==> src/rtl/dbg_trace_pkg.sv <==
// Shared types for the commit tracer.
//   state_e  : tracer FSM states
//   stage_t  : the one-deep stage record holding the last retired instruction
//   DEF_DEV_BASE / DEF_DEV_MASK : default MMIO device window
package dbg_trace_pkg;

  localparam logic [31:0] DEF_DEV_BASE = 32'ha000_0000;
  localparam logic [31:0] DEF_DEV_MASK = 32'hf000_0000;

  typedef enum logic [1:0] {
    EMPTY  = 2'd0,
    HELD   = 2'd1,
    DRAIN  = 2'd2,
    HALTED = 2'd3
  } state_e;

  // pc is the retiring instruction's own pc. In DRAIN it holds the ebreak pc.
  // nxt is only meaningful when nxt_known is set.
  typedef struct packed {
    logic [31:0] pc;
    logic        dev;
    logic [31:0] addr;
    logic [31:0] nxt;
    logic        nxt_known;
  } stage_t;

endpackage

==> src/rtl/dbg_dev_classifier.sv <==
// Combinational MMIO window match.
//   mem_en   in  : instruction accessed memory
//   addr     in  : effective address
//   dev      out : access falls in the device window
//   dev_addr out : addr when dev, else 0
module dbg_dev_classifier
  import dbg_trace_pkg::*;
#(
  parameter logic [31:0] DEV_BASE = DEF_DEV_BASE,
  parameter logic [31:0] DEV_MASK = DEF_DEV_MASK
) (
  input  logic        mem_en,
  input  logic [31:0] addr,
  output logic        dev,
  output logic [31:0] dev_addr
);

  assign dev      = mem_en && ((addr & DEV_MASK) == DEV_BASE);
  assign dev_addr = dev ? addr : 32'h0;

endmodule

==> src/rtl/debug_commit_tracer.sv <==
// Per-instruction commit trace producer for the debug/difftest sink.
// A retired instruction is held one deep until its architectural next pc is
// known (next commit, same-cycle trap, or async interrupt), then reported.
// ebreak drains the held record and then emits a terminating halt record.
//   clock, reset (async, active-low)
//   commit_* : retire event from WB      trap_* : trap redirect event
//   debug_debugInfo_* : registered trace record, valid is a 1-cycle strobe
//   debug_intr : 1-cycle pulse per taken interrupt
//   commit_count : records emitted      halted : tracer stopped until reset
module debug_commit_tracer
  import dbg_trace_pkg::*;
#(
  parameter logic [31:0] DEV_BASE = DEF_DEV_BASE,
  parameter logic [31:0] DEV_MASK = DEF_DEV_MASK,
  parameter int          CNT_W    = 64
) (
  input  logic             clock,
  input  logic             reset,
  input  logic             commit_valid,
  input  logic [31:0]      commit_pc,
  input  logic             commit_ebreak,
  input  logic             commit_mem_en,
  input  logic [31:0]      commit_mem_addr,
  input  logic             trap_valid,
  input  logic [31:0]      trap_pc,
  input  logic [31:0]      trap_cause,
  output logic             debug_debugInfo_valid,
  output logic             debug_debugInfo_halt,
  output logic             debug_debugInfo_deviceAccess,
  output logic [31:0]      debug_debugInfo_deviceAddr,
  output logic [31:0]      debug_debugInfo_pc,
  output logic             debug_intr,
  output logic [CNT_W-1:0] commit_count,
  output logic             halted
);

  logic        cls_dev;
  logic [31:0] cls_addr;

  dbg_dev_classifier #(
    .DEV_BASE (DEV_BASE),
    .DEV_MASK (DEV_MASK)
  ) u_cls (
    .mem_en   (commit_mem_en),
    .addr     (commit_mem_addr),
    .dev      (cls_dev),
    .dev_addr (cls_addr)
  );

  state_e      state, nxt_st;
  stage_t      stg, new_stg;
  logic        emit, emit_halt, load, latch_halt;
  logic [31:0] emit_pc;

  assign new_stg = '{pc: commit_pc, dev: cls_dev, addr: cls_addr,
                     nxt: trap_pc, nxt_known: trap_valid};

  // Decide what (if anything) is reported on the next edge and where S goes.
  always_comb begin
    emit       = 1'b0;
    emit_halt  = 1'b0;
    emit_pc    = stg.nxt;
    load       = 1'b0;
    latch_halt = 1'b0;
    nxt_st     = state;
    case (state)
      EMPTY: if (commit_valid) begin
        if (commit_ebreak) begin
          // nothing pending: halt record goes out directly, no DRAIN
          emit      = 1'b1;
          emit_halt = 1'b1;
          emit_pc   = commit_pc;
          nxt_st    = HALTED;
        end else begin
          load   = 1'b1;
          nxt_st = HELD;
        end
      end
      HELD: begin
        if (stg.nxt_known) begin
          emit    = 1'b1;
          emit_pc = stg.nxt;
        end else if (commit_valid) begin
          emit    = 1'b1;
          emit_pc = commit_pc;
        end else if (trap_valid) begin
          emit    = 1'b1;
          emit_pc = trap_pc;
        end
        // once S is flushed the slot is free for this cycle's commit
        if (emit) begin
          if (!commit_valid) begin
            nxt_st = EMPTY;
          end else if (commit_ebreak) begin
            latch_halt = 1'b1;
            nxt_st     = DRAIN;
          end else begin
            load = 1'b1;
          end
        end
      end
      DRAIN: begin
        emit      = 1'b1;
        emit_halt = 1'b1;
        emit_pc   = stg.pc;
        nxt_st    = HALTED;
      end
      default: ;
    endcase
  end

  always_ff @(posedge clock or negedge reset) begin
    if (!reset) begin
      state                        <= EMPTY;
      stg                          <= '0;
      debug_debugInfo_valid        <= 1'b0;
      debug_debugInfo_halt         <= 1'b0;
      debug_debugInfo_deviceAccess <= 1'b0;
      debug_debugInfo_deviceAddr   <= '0;
      debug_debugInfo_pc           <= '0;
      debug_intr                   <= 1'b0;
      commit_count                 <= '0;
      halted                       <= 1'b0;
    end else begin
      state                        <= nxt_st;
      halted                       <= (nxt_st == HALTED);
      debug_intr                   <= trap_valid && trap_cause[31] && (state != HALTED);
      debug_debugInfo_valid        <= emit;
      debug_debugInfo_halt         <= emit && emit_halt;
      debug_debugInfo_deviceAccess <= emit && !emit_halt && stg.dev;
      debug_debugInfo_deviceAddr   <= (emit && !emit_halt) ? stg.addr : 32'h0;
      debug_debugInfo_pc           <= emit ? emit_pc : 32'h0;
      if (emit) commit_count <= commit_count + CNT_W'(1);
      if (load)            stg <= new_stg;
      else if (latch_halt) stg <= '{pc: commit_pc, default: '0};
    end
  end

endmodule
==> config.mk <==
export PLATFORM = sky130hd
export DESIGN_NAME = debug_commit_tracer
export DESIGN_NICKNAME = d
export VERILOG_FILES = /design/src/rtl/dbg_trace_pkg.sv /design/src/rtl/dbg_dev_classifier.sv /design/src/rtl/debug_commit_tracer.sv
export SDC_FILE = /design/constraint.sdc
export NUM_CORES = 1
export LEC_CHECK = 0
export BUFFER_PORTS_ARGS = -buffer_cell sky130_fd_sc_hd__buf_2
export CAP_MARGIN = 15
export CORE_ASPECT_RATIO = 1.75
export CORE_MARGIN = 2
export CORE_UTILIZATION = 45
export CTS_BUF_LIST = sky130_fd_sc_hd__clkbuf_4 sky130_fd_sc_hd__clkbuf_8 sky130_fd_sc_hd__clkbuf_16
export DETAILED_ROUTE_END_ITERATION = 10
export PLACE_DENSITY_LB_ADDON = 0.08
export SLEW_MARGIN = 40
export SYNTH_ARGS = -nofsm -noshare
export SYNTH_HDL_FRONTEND = slang
export SYNTH_SLANG_ARGS = --single-unit
==> constraint.sdc <==
create_clock -name clock -period 4.4 [get_ports clock]
set_input_delay 1.1 -clock clock [delete_from_list [all_inputs] [get_ports clock]]
set_output_delay 1.1 -clock clock [all_outputs]
set_load 0.02 [all_outputs]
==> flow_metrics.py, run 1 <==
metrics = {
    "outcome": {
        "status": "complete, no violations",
    },
    "routing": {
        "drc": 0,
        "drt-vias-per-instance": 5.36,
        "antenna_left": 0,
        "drtPass1Iterations": 5,
        "drtIter0Drc": 454,
        "vias": 7322,
        "routed_wl_mm": 25.5,
        "wl_per_cell_um": 18.7,
    },
    "power": {
        "leakagePower_nw": 6.23,
        "ir_drop_mv": 0.290,
        "power.density_nw_per_um2": 358,
    },
    "synth": {
        "ys_seq_area_share_pct": 59.6,
        "yosys_warnings": 0,
        "syn_nets": 958,
        "synth_top_area_cell": "dfrtp_1",
        "synth.distinct_cells": 46,
        "ys.flop_type": "dfrtp_1",
        "synthTopCellsByArea": "dfrtp_1 (60%), a22o_1 (5.5%), a22oi_1 (4.9%)",
        "synthArstFlopShare_pct": 100,
        "synth_top_area_share_pct": 59.6,
        "ys_seq_elements": 233,
        "synth-edff-count": 0,
        "synthesis.area_um2": 9780,
        "synth.avg_cell_area_um2": 11.9,
        "synthCells": 823,
    },
    "clock_network": {
        "cts_tree": "yes",
        "postCtsSetupRepairBufs": 0,
        "cts_hold_buf": 0,
        "numCtsBuffers": 22,
        "clock_path_buffers": 3,
        "cts_resized": 0,
        "clock_latency_ns": 0.50,
        "cts_max_level": 1,
        "cts_sinks": 233,
        "cts_root_buffer": "clkbuf_16",
        "clk_pin_slew_worst_paths_ns": 0.06,
    },
    "setup_path": {
        "cp_num_buf_inv": 1,
        "path_cells": "buf_2 > o21ai_1 > a311oi_1 > nand4_1 > nor4_1 > xor2_1",
        "cpPeakStageDelay_ns": 0.65,
        "critPathSlowestCell": "nand4_1",
        "crit_type": "primary input to flip-flop",
        "crit_path_end_kind": "flip-flop",
        "start_kind": "primary input",
        "timing.critical_path.required_ns": 4.81,
        "path_delay_family": "simple AND/OR/NAND/NOR gates",
        "cp.arrival_ns": 3.19,
        "path_max_fanout": 11,
    },
    "timing": {
        "fmax_mhz": 361,
        "tns_ns": 0,
        "finClkSkew_ns": 0.00892,
        "worstMarginPinSlew_ns": 0.757,
        "rsz0062_at_grt": "no",
        "setup_viol": 0,
        "max-slew-margin-rel_pct": 49.3,
        "finalHoldViolCount": 0,
        "drv_slew": 0,
        "worst_slack_ns": 1.63,
        "period_needed_ns": 2.77,
        "fin_crit_sh_pct": 63.0,
    },
    "grt": {
        "grt_pass1_wl_mm": 40.0,
        "grt_max_degree": 73,
        "antenna_found_initial": 5,
        "grt_pass1_vias": 7400,
        "track_usage_pct": 22.1,
        "overflow": 0,
    },
    "place": {
        "post-dp-hpwl_mm": 17.7,
        "gp_congestion": 0.852,
        "port_buffers": 235,
        "dp_slack_ns": 1.13,
    },
    "floorplanning": {
        "start_util_pct": 45.7,
        "rows": 71,
        "die_y_um": 199,
        "die_x_um": 115,
        "core-area_um2": 21400,
        "die-area_um2": 23000,
        "io_pins": 267,
    },
    "worst_hold_path": {
        "hp-class": "flip-flop to flip-flop",
    },
    "cells_and_area": {
        "area_growth_pct": 23.7,
        "nets": 1187,
        "nFillCells": 1933,
        "drive_gt1_share_pct": 34.2,
        "finish.utilization_pct": 56.5,
    },
    "job": {
        "max_cap_viol_count": 0,
    },
}
-- final cells by class --
cell class | count | area (µm²) | share of cell area [%]
repair buffers | 253 | 1360 | 11.2
flip-flops and latches | 233 | 5830 | 48.2
clock inverters | 8 | 93.8 | 0.776
well taps | 292 | 365 | 3.02
inverters | 14 | 52.6 | 0.435
multi-input cells | 528 | 3710 | 30.7
diodes | 5 | 12.5 | 0.103
clock buffers | 32 | 668 | 5.53
-- flip-flops by register name (all words and copies together) (netlist names), 2 cells and up --
name and cells:
commit_count 64, debug_debugInfo_deviceAddr 32, debug_debugInfo_pc 32, state 2
stg 98
-- cells in the final DEF (no fill, tap or decap), drive strengths merged, types with 33 or more instances in the layout --
| cell type | n |
|---|---|
| nand2 | 39 |
| xor2 | 33 |
| a21oi | 35 |
| buf | 253 |
| and2 | 37 |
| dfrtp | 233 |
| a22oi | 64 |
| nor2 | 58 |
| mux2 | 33 |
| o21ai | 35 |
| a22o | 61 |
-- where the power goes --
| group | internal, W | switching (W) |
|---|---|---|
| registers | 0.00216 | 0.00000827 |
| logic | 0.0000749 | 0.000115 |
| clock network | 0.00118 | 0.000795 |
| total | 0.00341 | 0.000918 |
-- layer usage --
layer / vias to the layer above / wire length [µm] / track usage (%)
met5: - / 0 / 0
met4: 0 / 754 / 7.94
met3: 43 / 1450 / 3.84
met2: 225 / 13600 / 39.5
met1: 3635 / 9730 / 26.3
li1: 3419 / - / -
-- metrics by stage --
| stage | hold slack, ns | cell area [µm²] | power, W | instances |
|---|---|---|---|---|
| after floorplan | 0.441 | 9780 | 0.00227 | 823 |
| after global placement | 0.450 | 11300 | 0.00239 | 1319 |
| after detailed placement | 0.458 | 11300 | 0.00240 | 1320 |
| after CTS | 0.472 | 12100 | 0.00439 | 1360 |
| after global routing | 0.492 | 12100 | 0.00449 | 1365 |
| final | 0.469 | 12100 | 0.00432 | 1365 |
-- cell usage after synthesis (4+ instances only) --
cell and count:
nor3_2 6, buf_2 9, and2_1 37, nor2_1 58, and3_1 4, xor2_1 33
nand2_1 36, nand3_1 20, a22oi_1 64, o21ai_0 33, a21oi_1 35, inv_1 13
clkbuf_1 37, a22o_1 61, mux2_2 33, nor4_2 7, nand4_1 18, nor3_1 16
dfrtp_1 233, nor4_1 6, xnor2_1 30
-- final timing paths --
| kind | from | end | slack, ns | cells past startpoint |
|---|---|---|---|---|
| setup / recovery | commit_ebreak | commit_count[56] | 1.63 | 6 |
| hold / removal | stg[65] | stg[65] | 0.47 | 1 |
| setup reg to reg | state[0] | commit_count[56] | 1.79 | 5 |
| hold reg to reg | stg[65] | stg[65] | 0.47 | 1 |
| max in group asynchronous | reset | debug_debugInfo_deviceAddr[31] | 3.20 | 2 |
| min in group asynchronous | reset | debug_debugInfo_deviceAddr[19] | 0.50 | 1 |
-- cells by family after synthesis --
kind of cell / after synthesis / share of synthesized area (%)
flip-flops: 233 / 59.6
AND/OR/NAND/NOR: 229 / 13.5
AO/OA/AOI/OAI: 202 / 14.7
XOR/XNOR: 63 / 5.64
buffers and inverters: 62 / 2.61
multiplexers: 33 / 3.80
adder cells (fa/ha/maj): 1 / 0.128
Note: power is estimated with default switching activity, not from simulation.
==> run 2, diff against run 1 <==
==> constraint.sdc (replaced) <==
create_clock -name clock -period 2.4 [get_ports clock]
set_input_delay 0.6 -clock clock [delete_from_list [all_inputs] [get_ports clock]]
set_output_delay 0.6 -clock clock [all_outputs]
set_load 0.02 [all_outputs]
==> run 2 against run 1 <==
  * Cell area increased by 0.67%
  * Clock skew increased by 0.0042 ns
  * Die area unchanged
  * Critical endpoint is now commit_count[63]
  * Sequential power increased by 84%
  * Routed wire length increased by 0.47%
==> flow_metrics.py, run 2 (synthesis gave the netlist of run 1 again) <==
metrics = {
    "outcome": {
        "status": "complete, no violations",
    },
    "cells_and_area": {
        "largestRegisters": "stg: 98 flops, commit_count: 64 flops",
        "nets": 1202,
        "finish.utilization_pct": 56.9,
        "most-common-layout-cells": "buf_2 (234), dfrtp_1 (232), a22oi_1 (64), a22o_1 (61), nor2_1 (56)",
        "seq_area_um2": 5830,
        "top_register": "stg",
        "area_growth_pct": 24.5,
        "multiInputGateArea_um2": 3710,
        "drive_gt1_share_pct": 34.8,
        "final_common_cell": "buf_2",
        "nFillCells": 1916,
        "largest_reg_flops": 98,
    },
    "grt": {
        "grt_use_met1_pct": 26.0,
        "track_usage_pct": 22.2,
        "use_met2_pct": 40.1,
        "antenna_found_initial": 3,
        "use_met3_pct": 3.63,
        "grt_pass1_wl_mm": 40.2,
        "grt_pass1_vias": 7521,
        "top_usage_layer": "met2",
        "grt_max_degree": 67,
        "overflow": 0,
    },
    "floorplanning": {
        "die_y_um": 199,
        "io_pins": 267,
        "rows": 71,
        "die-area_um2": 23000,
        "start_util_pct": 45.7,
        "die_x_um": 115,
        "core-area_um2": 21400,
    },
    "setup_path": {
        "path_max_fanout": 10,
        "timing.critical_path.required_ns": 2.76,
        "path_delay_family": "simple AND/OR/NAND/NOR gates",
        "crit_type": "flip-flop to flip-flop",
        "cp_num_buf_inv": 0,
        "start_kind": "flip-flop",
        "cp.arrival_ns": 2.48,
        "crit_path_end_kind": "flip-flop",
        "cpPeakStageDelay_ns": 0.55,
        "path_cells": "o21ai_1 > a311oi_2 > nand3_2 > nor4_1 > xor2_1",
        "critPathSlowestCell": "dfrtp_1",
    },
    "job": {
        "max_cap_viol_count": 0,
    },
    "clock_network": {
        "cts_hold_buf": 0,
        "cts_root_buffer": "clkbuf_16",
        "clock_latency_ns": 0.51,
        "clk_pin_slew_worst_paths_ns": 0.07,
        "cts_resized": 0,
        "cts_max_level": 1,
        "cts_sinks": 233,
        "postCtsSetupRepairBufs": 0,
        "clock_path_buffers": 3,
        "cts_tree": "yes",
        "numCtsBuffers": 22,
    },
    "timing": {
        "finClkSkew_ns": 0.0131,
        "worstMarginPinSlew_ns": 0.688,
        "rsz0062_at_grt": "no",
        "max-slew-margin-rel_pct": 54.1,
        "drv_slew": 0,
        "fin_crit_sh_pct": 88.4,
        "tns_ns": 0,
        "finalHoldViolCount": 0,
        "fmax_mhz": 471,
        "period_needed_ns": 2.12,
        "setup_viol": 0,
    },
    "routing": {
        "antenna_left": 0,
        "drc": 0,
        "vias": 7486,
        "drt-vias-per-instance": 5.45,
        "routed_wl_mm": 25.7,
        "drtIter0Drc": 432,
        "drtPass1Iterations": 5,
        "wl_per_cell_um": 18.7,
    },
    "power": {
        "power.density_nw_per_um2": 625,
        "ir_drop_mv": 0.517,
        "leakagePower_nw": 6.28,
    },
    "place": {
        "port_buffers": 235,
        "post-dp-hpwl_mm": 17.8,
        "gp_congestion": 0.850,
    },
    "worst_hold_path": {
        "hp-class": "primary input to asynchronous set/reset pin",
    },
}
## run 2: changes by cell type in the layout (fill, tap and decap cells not counted), sizes merged
cell,previous run,this run
buf,253,268
bufinv,2,0
clkbuf,32,30
diode,5,3
clkinv,6,5
## run 2: stage by stage
step	power (W)	hold slack (ns)	area (µm²)	setup WS, ns	instances
finish	0.00760	0.00462	12200	0.278	1373
global route	0.00789	0.0251	12200	0.0880	1373
CTS	0.00770	0.00920	12200	0.307	1370
detailed placement	0.00440	0.458	11500	0.135	1335
global placement	0.00439	0.450	11500	0.142	1335
floorplan	0.00416	0.304	9780	0.543	823
## run 2: path summary, 6_finish.rpt
kind	endpoint	cells past startpoint	slack, ns	startpoint
worst max register to register	commit_count[63]	5	0.28	state[0]
worst min-delay path	debug_debugInfo_deviceAddr[13]	1	0.005	reset
min in group clock	stg[45]	2	0.31	commit_mem_addr[12]
worst min register to register	stg[64]	1	0.47	stg[64]
max in group asynchronous	stg[4]	2	1.72	reset
worst max-delay path	commit_count[63]	5	0.28	state[0]
## run 2: routing by layer
layer  up-vias  wire (µm)
li1       3451          -
met1      3730       9730
met2       251      13700
met3        54       1390
met4         0        840
met5         -          0
## run 2: cell type report
| type | count | area share [%] |
|---|---|---|
| sequential | 233 | 47.9 |
| multi-input combinational | 528 | 30.5 |
| timing repair buffer | 268 | 12.7 |
| clock buffer | 30 | 5.21 |
| tap | 292 | 3.00 |
| inverter | 14 | 0.432 |
| clock inverter | 5 | 0.206 |
| antenna | 3 | 0.0617 |
## run 2: report_power, final
group / switching [W] / internal, W
logic: 0.000212 / 0.000137
registers: 0.0000151 / 0.00395
clock network: 0.00145 / 0.00184
total: 0.00168 / 0.00593
==> run 3, diff against run 2 <==
--- a/config.mk
+++ b/config.mk
@@ -16,4 +16,5 @@
 export SLEW_MARGIN = 40
 export SYNTH_ARGS = -nofsm -noshare
 export SYNTH_HDL_FRONTEND = slang
+export SYNTH_HIERARCHICAL = 1
 export SYNTH_SLANG_ARGS = --single-unit
==> run 3 against run 2 <==
  * Sequential share of layout area shrank 1.1 points
  * Combinational power grew 130%
  * Maximum frequency grew 0.46%
  * Critical endpoint is now commit_count[43]
  * Global-route usage grew 0.31 points
  * Critical path type unchanged
==> flow_metrics.py, run 3 <==
metrics = {
    "power": {
        "leakagePower_nw": 6.31,
        "ir_drop_mv": 0.589,
        "power.density_nw_per_um2": 700,
    },
    "worst_hold_path": {
        "hp-class": "primary input to flip-flop",
    },
    "synth": {
        "synthesis.area_um2": 10100,
        "synth.distinct_cells": 42,
        "synth_adder_area_share_pct": 0.124,
        "synth_top_family_by_area": "simple AND/OR/NAND/NOR gates",
        "synth_simple_gate_area_share_pct": 15.0,
        "ys_seq_elements": 233,
        "synth-xor-area-share_pct": 5.49,
        "yosys_warnings": 6,
        "synthCells": 894,
        "synth-edff-count": 0,
        "synth_compound_area_share_pct": 14.5,
        "synth_most_common_cell": "dfrtp_1",
        "synthMuxAreaShare_pct": 3.70,
        "ys_seq_area_share_pct": 58.0,
        "synth_top_area_share_pct": 58.0,
        "synth.avg_cell_area_um2": 11.2,
        "ys.flop_type": "dfrtp_1",
        "synth_common_cells": "dfrtp_1 (233), nor2_1 (87), a22o_1 (66)",
        "synthTopCellsByArea": "dfrtp_1 (58%), a22o_1 (5.7%), a22oi_1 (4.8%)",
        "synthArstFlopShare_pct": 100,
        "synth_top_area_cell": "dfrtp_1",
    },
    "place": {
        "dp_slack_ns": 0.0996,
        "place_inst": 1400,
        "gp_congestion": 0.894,
        "post-dp-hpwl_mm": 18.1,
        "port_buffers": 235,
        "place_area_um2": 11700,
    },
    "routing": {
        "routed_wl_mm": 26.6,
        "drc": 0,
        "wl_per_cell_um": 18.4,
        "drt-vias-per-instance": 5.43,
        "drtPass1Iterations": 5,
        "drtIter0Drc": 453,
        "vias": 7849,
        "antenna_left": 0,
    },
    "timing": {
        "worstMarginPinSlew_ns": 0.714,
        "period_needed_ns": 2.11,
        "max-slew-margin-rel_pct": 52.4,
        "finClkSkew_ns": 0.0108,
        "worst_slack_ns": 0.288,
        "setup_viol": 0,
        "finalHoldViolCount": 0,
        "tns_ns": 0,
        "drv_slew": 0,
        "fin_crit_sh_pct": 88.0,
        "rsz0062_at_grt": "no",
        "fmax_mhz": 473,
    },
    "cells_and_area": {
        "largest_reg_flops": 98,
        "top_register": "stg",
        "final_common_cell": "buf_2",
        "multiInputGateArea_um2": 3930,
        "seq_area_um2": 5830,
        "drive_gt1_share_pct": 31.9,
        "fin_area_um2": 12400,
        "area_growth_pct": 23.8,
        "most-common-layout-cells": "buf_2 (234), dfrtp_1 (232), nor2_1 (87), a22o_1 (66), a22oi_1 (64)",
        "instances_no_fill": 1446,
        "largestRegisters": "stg: 98 flops, commit_count: 64 flops",
        "nFillCells": 2010,
        "nets": 1264,
    },
    "clock_network": {
        "numCtsBuffers": 22,
        "clock_path_buffers": 3,
        "clk_pin_slew_worst_paths_ns": 0.07,
        "postCtsSetupRepairBufs": 0,
        "clock_latency_ns": 0.50,
        "cts_max_level": 1,
        "cts_sinks": 233,
        "cts_root_buffer": "clkbuf_16",
        "cts_tree": "yes",
    },
    "floorplanning": {
        "die-area_um2": 23600,
        "io_pins": 267,
        "core-area_um2": 22000,
        "die_x_um": 117,
        "rows": 72,
        "die_y_um": 202,
        "start_util_pct": 45.7,
    },
    "grt": {
        "grt_max_degree": 94,
        "grt_pass1_vias": 7880,
        "use_met2_pct": 39.3,
        "grt_pass1_wl_mm": 42.0,
        "track_usage_pct": 22.5,
        "use_met3_pct": 3.89,
        "top_usage_layer": "met2",
        "overflow": 0,
        "grt_use_met1_pct": 27.0,
        "antenna_found_initial": 8,
    },
    "outcome": {
        "status": "complete, no violations",
    },
    "job": {
        "max_cap_viol_count": 0,
    },
    "setup_path": {
        "crit_type": "flip-flop to flip-flop",
        "crit_path_end_kind": "flip-flop",
        "start_kind": "flip-flop",
        "timing.critical_path.required_ns": 2.82,
        "cp.arrival_ns": 2.53,
        "path_max_fanout": 9,
    },
}
## run 3: changes by cell type after synthesis, moves of 4 or more
| cell | delta |
|---|---|
| nor2_1 | +29 |
| nor4_1 | +10 |
| nand3_1 | +4 |
| clkbuf_1 | +6 |
| nand4_1 | +4 |
| nand2_1 | +19 |
| nor4_2 | -5 |
| buf_6 | +4 |
| a22o_1 | +5 |
## run 3: worst max-delay path: stages, from the launching register on
cell and delay (ns):
dfrtp_1 0.47, a21bo_1 0.26, a211oi_4 0.45, buf_4 0.23, nand4_1 0.07, buf_4 0.21
nor3_1 0.18, xor2_1 0.17
## run 3: worst paths after layout
check                      depth (start not counted)        startpoint  slack [ns]                to
max                                                7          state[1]        0.29  commit_count[43]
min                                                2       trap_pc[28]        0.33           stg[29]
max reg2reg                                        7          state[1]        0.29  commit_count[43]
min reg2reg                                        1  commit_count[63]        0.47  commit_count[63]
max in group asynchronous                          3             reset        1.15           stg[87]
min in group asynchronous                          2             reset        0.52  commit_count[38]
## run 3: cell families (layout without fill, tap and decap cells)
family	count (synthesis)	in the layout
AND/OR/NAND/NOR	289	289
flip-flops	233	233
AO/OA/AOI/OAI	204	204
buffers and inverters	70	319
XOR/XNOR	63	63
multiplexers	33	33
adder cells (fa/ha/maj)	1	1
other	1	8
## run 3: through the flow
| step | hold slack [ns] | power, W | utilization, % |
|---|---|---|---|
| 2_1_floorplan | 0.304 | 0.00488 | - |
| 3_3_place_gp | 0.453 | 0.00521 | 53.2 |
| 3_5_place_dp | 0.454 | 0.00524 | 53.2 |
| 4_1_cts | 0.308 | 0.00883 | 56.6 |
| 5_1_grt | 0.308 | 0.00910 | 56.6 |
| 6_report | 0.326 | 0.00871 | 56.6 |
## run 3: metal layers
metal,share of wire (%),vias up
met5,0.041,-
met1,38,3894
met3,5.7,62
li1,-,3655
met2,53,236
met4,3.6,2
## run 3: what timing repair did
item                      CTS  global route
hold buffers                1             0
resized for setup           0             0
hold endpoints to repair   20             0
## run 3: report_power, final
group	internal, W	switching, W	leakage (nW)
registers	0.00420	0.000180	3.11
logic	0.000373	0.000417	2.83
clock network	0.00208	0.00147	0.376
## run 3: layout make-up
| type | instances | area share, % |
|---|---|---|
| Timing Repair Buffer | 270 | 12.3 |
| Clock inverter | 10 | 0.834 |
| Multi-Input combinational cell | 592 | 31.6 |
| Antenna cell | 6 | 0.121 |
| Inverter | 10 | 0.302 |
| Tap cell | 296 | 2.98 |
| Clock buffer | 29 | 5.09 |
| Sequential cell | 233 | 46.8 |
